===== config.mk =====
export PLATFORM = sky130hd
export DESIGN_NAME = tff_bank_counter
export DESIGN_NICKNAME = d
export VERILOG_FILES = /design/src/rtl/tff_bank_pkg.sv /design/src/rtl/tff_bank_counter_cell.sv /design/src/rtl/tff_bank_counter.sv
export SDC_FILE = /design/constraint.sdc
export NUM_CORES = 1
export LEC_CHECK = 0
export ABC_AREA = 1
export CAP_MARGIN = 30
export CORE_MARGIN = 8
export CORE_UTILIZATION = 38
export DETAILED_ROUTE_END_ITERATION = 7
export GPL_TIMING_DRIVEN = 0
export PLACE_DENSITY_LB_ADDON = 0.1
export SLEW_MARGIN = 30
export SYNTH_ARGS = -nofsm -noshare
export SYNTH_HDL_FRONTEND = slang
export SYNTH_SLANG_ARGS = --single-unit

===== constraint.sdc =====
create_clock -name clk -period 1.9 [get_ports clk]
set_input_delay 0.19 -clock clk [delete_from_list [all_inputs] [get_ports clk]]
set_output_delay 0.19 -clock clk [all_outputs]
set_load 0.02 [all_outputs]

===== src/rtl/tff_bank_pkg.sv =====
// Shared definitions for the T-FF bank counter: mode encodings and the
// carry-chain helper used to build up/down toggle vectors.
package tff_bank_pkg;

  localparam logic [1:0] MODE_TGL = 2'b00;
  localparam logic [1:0] MODE_UP  = 2'b01;
  localparam logic [1:0] MODE_DN  = 2'b10;
  localparam logic [1:0] MODE_LD  = 2'b11;

  localparam int unsigned CHAIN_MAX = 64;

  // Toggle bit idx of a binary counter: every lower bit is 1 (up) or 0 (down).
  function automatic logic chain_bit(input logic [CHAIN_MAX-1:0] q,
                                     input int unsigned idx,
                                     input logic dn);
    logic r;
    r = 1'b1;
    for (int unsigned k = 0; k < CHAIN_MAX; k++) begin
      if (k < idx) begin
        r = r & (q[k] ^ dn);
      end else begin
        r = r;
      end
    end
    return r;
  endfunction

endpackage


===== src/rtl/tff_bank_counter_cell.sv =====
// One-bit toggle flip-flop with synchronous active-high reset and enable.
module tff_cell (
  input  logic clk,
  input  logic rst,
  input  logic rst_val,
  input  logic en,
  input  logic t,
  output logic q
);

  // State bit: reset value, toggle when enabled, otherwise hold.
  always_ff @(posedge clk) begin
    if (rst) begin
      q <= rst_val;
    end else if (en) begin
      q <= q ^ t;
    end else begin
      q <= q;
    end
  end

endmodule


===== src/rtl/tff_bank_counter.sv =====
// WIDTH-bit toggle bank / up-down counter with load built on tff_cell.
// Optional modulo wrap point enabled by defining TFF_BANK_MODULO_EN.
module tff_bank_counter
  import tff_bank_pkg::*;
#(
  parameter int unsigned          WIDTH    = 8,
  parameter int unsigned          SATURATE = 0,
  parameter logic [WIDTH-1:0]     RST_VAL  = '0
) (
  input  logic             clk,
  input  logic             rst,
  input  logic             en,
  input  logic [1:0]       mode,
  input  logic [WIDTH-1:0] t_in,
  input  logic [WIDTH-1:0] load_val,
`ifdef TFF_BANK_MODULO_EN
  input  logic [WIDTH-1:0] modulus,
`endif
  output logic [WIDTH-1:0] q,
  output logic             ovf
);

  logic [CHAIN_MAX-1:0] q_ext_s;
  logic [WIDTH-1:0]     up_tv_s;
  logic [WIDTH-1:0]     dn_tv_s;
  logic [WIDTH-1:0]     tv_s;
  logic [WIDTH-1:0]     max_s;
  logic                 up_end_s;
  logic                 dn_end_s;
  logic                 ovf_next_s;

  assign q_ext_s = CHAIN_MAX'(q);

`ifdef TFF_BANK_MODULO_EN
  // Values above the modulus (reached by load or toggle) also wrap/clamp.
  assign max_s    = modulus;
  assign up_end_s = (q >= modulus);
`else
  assign max_s    = '1;
  assign up_end_s = &q;
`endif
  assign dn_end_s = ~|q;

  // Toggle-vector selection; wraps and clamps force tv = q ^ target.
  always_comb begin
    tv_s       = '0;
    ovf_next_s = 1'b0;
    case (mode)
      MODE_TGL: begin
        tv_s = t_in;
      end
      MODE_UP: begin
        if (up_end_s) begin
          ovf_next_s = 1'b1;
          if (SATURATE != 0) begin
            tv_s = q ^ max_s;
          end else begin
            tv_s = q;
          end
        end else begin
          tv_s = up_tv_s;
        end
      end
      MODE_DN: begin
        if (dn_end_s) begin
          ovf_next_s = 1'b1;
          if (SATURATE != 0) begin
            tv_s = '0;
          end else begin
            tv_s = q ^ max_s;
          end
        end else begin
          tv_s = dn_tv_s;
        end
      end
      MODE_LD: begin
        tv_s = q ^ load_val;
      end
      default: begin
        tv_s = '0;
      end
    endcase
  end

  for (genvar i = 0; i < WIDTH; i++) begin : g_bit
    assign up_tv_s[i] = chain_bit(q_ext_s, i, 1'b0);
    assign dn_tv_s[i] = chain_bit(q_ext_s, i, 1'b1);

    tff_cell u_cell (
      .clk     (clk),
      .rst     (rst),
      .rst_val (RST_VAL[i]),
      .en      (en),
      .t       (tv_s[i]),
      .q       (q[i])
    );
  end

  // Overflow pulse register, cleared by reset or a disabled cycle.
  always_ff @(posedge clk) begin
    if (rst) begin
      ovf <= 1'b0;
    end else if (!en) begin
      ovf <= 1'b0;
    end else begin
      ovf <= ovf_next_s;
    end
  end

endmodule


Word-level counts from Yosys, hierarchy flattened
Cells that the tools add are included.
Cells by class
  reductions and logical operators: 4
  muxes and demuxes: 6
  equality and inequality tests: 3
  bitwise operators: 30
Operators with widths (number)
  one-hot mux 8 bit (4 select lines): 1
  two-way mux 8 bit: 2
  bitwise AND 1 bit: 12
  NOT 1 bit: 8
  NOT 8 bit: 1
  AND reduction 8 bit: 1
  OR reduction 8 bit: 1
  XOR 1 bit: 8
  XOR 8 bit: 1
  equality test 2 bit (second input constant): 2
  equality test 2 x 1 -> 1 bit (second input constant): 1
  logical NOT 2 bit: 1
  two-way mux 1 bit: 2
  one-hot mux 1 bit (2 select lines): 1
  OR reduction 2 bit: 1
Word-level totals
  register bits after elaboration: 9
  input port bits: 21
  output and inout bits: 9
  logic and storage cells: 52

Logic depth before layout (Yosys ltp)
  word-level depth: 10
  gate-level depth with buffers: 11
  depth with buffers taken out: 11

By module
Synthesis repeated with hierarchy kept, for this count alone.
Unflattened totals
  cell total of the unflattened synthesis: 173
  area, all modules: 1009.7 um^2
By module, submodules not included
  tff_cell: cells an instance 10, area each 67.6 um^2, seq. area each 30.0 um^2, instances 8
  tff_bank_counter: cells an instance 93, area each 469.2 um^2, seq. area each 20.0 um^2, instances 1

Least setup slack after synthesis
OpenSTA, ideal clock, no wires.
  path type: input to register
  from: in mode[0]
  to: reg g_bit[4].u_cell.q
  path buffers: 1
  stages on the path: 9
  data required time: 1782 ps
  setup time: 118 ps
  setup slack: 673 ps
  arrival time: 1109 ps
  path through: inv_1 > ha_1 > inv_1 > buf_2 > o21ai_0 > nor2_1 > nor2_1 > o21ai_0 > nor2_1
Between the ends
  word-level cells in the longest chain between the ends: 3
  elaborated cells on any way between the ends: 6
  those cells by class: eq/ne (3); mux (1); bitwise (1); reduce/logical (1)
RTL lines
  start, declared: line tff_bank_counter.sv:13  | input logic [1:0] mode,
  equality test 2 bit, or another cell as far along: line tff_bank_counter.sv:48  | case (mode)
  one-hot mux 8 bit (4 select lines) *: line tff_bank_counter.sv:48
  XOR 1 bit *: line tff_bank_counter_cell.sv:16  | q <= q ^ t;
  end signal, assigned: line tff_bank_counter_cell.sv:14  | q <= rst_val;
  end signal, assigned: line tff_bank_counter_cell.sv:16
  end signal, assigned: line tff_bank_counter_cell.sv:18  | q <= q;
  end, declared: line tff_bank_counter_cell.sv:8  | output logic q
Mark *: on every way between the ends. The rest lies on a longest branch, timed or not.
A chain may end at the register's enable or synchronous reset.

Worst setup path after layout
Ends and elaborated chain as after synthesis.

==> impl_metrics.py <==
metrics = {
    "status": {
        "status": "complete, no violations",
    },
    "yosys": {
        "synth.distinct_cells": 19,
        "syn_area_um2": 856,
        "ys_ff_latch": 9,
        "synthTopCellsByArea": "dfxtp_1 (21%), nand2_1 (16%), nor2_1 (15%)",
        "synth_top_area_share_pct": 21.1,
        "synthCells": 151,
        "netlist.top_cell.by_area": "dfxtp_1",
        "syn-num-nets": 176,
        "synth-seq-area-share_pct": 21.1,
        "syn-mean-instance-area_um2": 5.67,
        "yosys_warnings": 0,
    },
    "flow_run": {
        "drv_cap": 0,
    },
    "floorplan": {
        "die_width_um": 63.5,
        "dieArea_um2": 4030,
        "io_pins": 30,
        "rows": 17,
        "fp.coreArea_um2": 2170,
        "start_util_pct": 39.4,
        "die_height_um": 63.5,
    },
    "grt": {
        "overflow": 0,
        "grt_max_degree": 11,
        "track_usage_pct": 11.2,
        "grt_pass1_wl_um": 3710,
        "grt_pass1_vias": 917,
        "antenna_found_initial": 0,
    },
    "clock_tree": {
        "cts_sinks": 9,
        "cts-htree-levels": 1,
        "cts_repair_resize_count": 0,
        "clock_latency_ns": 0.27,
        "cts_buffers": 3,
        "worst_setup_hold_path_clk_slew_ns": 0.08,
        "hold_buffers": 0,
        "post_cts_buffers": 0,
        "clock_path_buffers": 2,
        "clock-root-buffer": "clkbuf_4",
        "cts_tree": "done",
    },
    "power_and_ir_drop": {
        "ir_worst_vdd_mv": 0.391,
        "power_leakage_nw": 0.558,
        "p_per_area_nw_per_um2": 531,
        "total_power_uw": 642,
    },
    "critical_path": {
        "crit_buf_inv": 4,
        "cp_slowest_stage_delay_ns": 0.53,
        "critical_path_required_ns": 2.06,
        "worstPathMaxFanout": 10,
        "crit_type": "in2reg",
        "crit_arrival_ns": 1.89,
        "crit_path_end_kind": "register",
        "crit_family": "buffers and inverters",
        "start_kind": "input pin",
        "cp_cell_sequence": "clkdlybuf4s50_1 > inv_1 > ha_1 > inv_1 > buf_2 > o21ai_0 > nor2_1 > nor2_1 > o21ai_0 > nor2_1",
        "cpMaxStageDelayCell": "clkdlybuf4s50_1",
        "path_common_cell": "nor2_1",
    },
    "final_layout": {
        "seqCellArea_um2": 180,
        "stdcell_area_um2": 1210,
        "area_growth_pct": 41.1,
        "final_net_count": 210,
        "drive_gt1_share_pct": 9.78,
        "finish.utilization_pct": 55.7,
        "multi_input_area_um2": 531,
        "antenna_cells": 0,
        "nFillCells": 241,
    },
    "timing": {
        "slew_headroom_pct": 81.4,
        "worst_pin_slew_ns": 0.278,
        "fin_crit_sh_pct": 91.0,
        "max_freq_ghz": 0.578,
        "finalCriticalPeriod_ns": 1.73,
        "setup_ws_ns": 0.171,
        "setup_viol": 0,
        "tns_ns": 0,
        "rsz0062_at_grt": "no",
        "skew_ns": 0.00415,
        "slew_violations": 0,
        "hold_viol": 0,
    },
    "placed_design": {
        "place_area_um2": 1180,
        "io_buffers": 29,
        "pre_cts_slack_ns": -0.0774,
        "post-dp-hpwl_um": 1790,
        "globalplace.congestion": 0.844,
    },
    "route": {
        "dr.pass1.iters": 4,
        "drc": 0,
        "routedWlPerCell_um": 10.7,
        "drtIter0Drc": 43,
        "drt-vias-per-instance": 4.64,
        "vias": 983,
        "drt-total-wl_um": 2260,
        "antenna_left": 0,
    },
    "worst_hold_path": {
        "hp-class": "reg2reg",
    },
}
==> synth_stat cells <==
| cell type | n |
|---|---|
| or2_2 | 2 |
| nor2_2 | 1 |
| o21ai_1 | 1 |
| buf_2 | 2 |
| buf_4 | 8 |
| a31oi_1 | 2 |
| xor2_1 | 1 |
| buf_6 | 1 |
| nor2_1 | 35 |
| a21oi_1 | 6 |
| o21ai_0 | 9 |
| nor2_4 | 1 |
| nand2_1 | 36 |
| dfxtp_1 | 9 |
| nand4_1 | 2 |
| ha_1 | 4 |
| nand3_1 | 13 |
| nor3_1 | 1 |
| inv_1 | 17 |
==> area by class of cell <==
type,count,area share [%]
clock buffers,4,2.18
inverters,17,5.28
repair buffers,29,24.0
well taps,28,2.90
multi-input cells,114,43.9
plain buffers,11,6.74
flip-flops and latches,9,14.9
==> report_power, final <==
part	internal, mW	total (mW)	leakage (nW)	switching [mW]
Combinational	0.130	0.248	0.469	0.118
Clock	0.0813	0.166	0.0150	0.0842
Sequential	0.205	0.228	0.0741	0.0233
==> through the flow <==
stage	hold slack, ns	instances
final	0.559	212
after global routing	0.595	212
after CTS	0.560	212
after detailed placement	0.548	208
after global placement	0.542	208
after floorplan	0.363	151
==> layout by cell type (no fill, tap or decap), drive strengths merged <==
master / count
nand3: 13
nand2: 36
a21oi: 6
buf: 11
clkdlybuf4s50: 29
nor2: 37
or2: 2
xor2: 1
nor3: 1
nand4: 2
dfxtp: 9
ha: 4
clkbuf: 4
a31oi: 2
inv: 17
o21ai: 10
==> routing by layer <==
layer  global-route usage [%]  vias up  routed length, um
met5                        0        -                  0
met4                     5.29        0                 34
met3                     3.00        4                 88
met2                     20.2       17               1090
met1                     11.7      428               1050
li1                         -      534                  -
==> state kept, by name, summed over array words and instances, names as in the netlist <==
register / cells
g_bit.u_cell.q: 8
ovf: 1
==> kinds of logic after synthesis <==
kind of cell	share of synthesized area, %
AO/OA/AOI/OAI	10.8
XOR/XNOR	1.02
adder cells (fa/ha/maj)	5.85
buffers and inverters	17.0
flip-flops	21.1
AND/OR/NAND/NOR	44.3
==> worst paths after layout <==
path / start / endpoint / slack (ns) / depth (start not counted)
worst max-delay path: mode[0] / g_bit[4].u_cell.q / 0.17 / 10
worst min-delay path: g_bit[1].u_cell.q / g_bit[1].u_cell.q / 0.56 / 2
worst max register to register: g_bit[0].u_cell.q / g_bit[7].u_cell.q / 0.55 / 9
worst min register to register: g_bit[1].u_cell.q / g_bit[1].u_cell.q / 0.56 / 2
==> worst reg2reg max path, stage by stage (launching register included) <==
cell and delay, ns:
dfxtp_1 0.32, buf_6 0.13, nor2_1 0.17, nand3_1 0.13, inv_1 0.13, nand3_1 0.11, nand2_1 0.10, nand3_1 0.07
nand2_1 0.06, nor2_1 0.04
No activity file was read; power rests on OpenSTA's default activity.
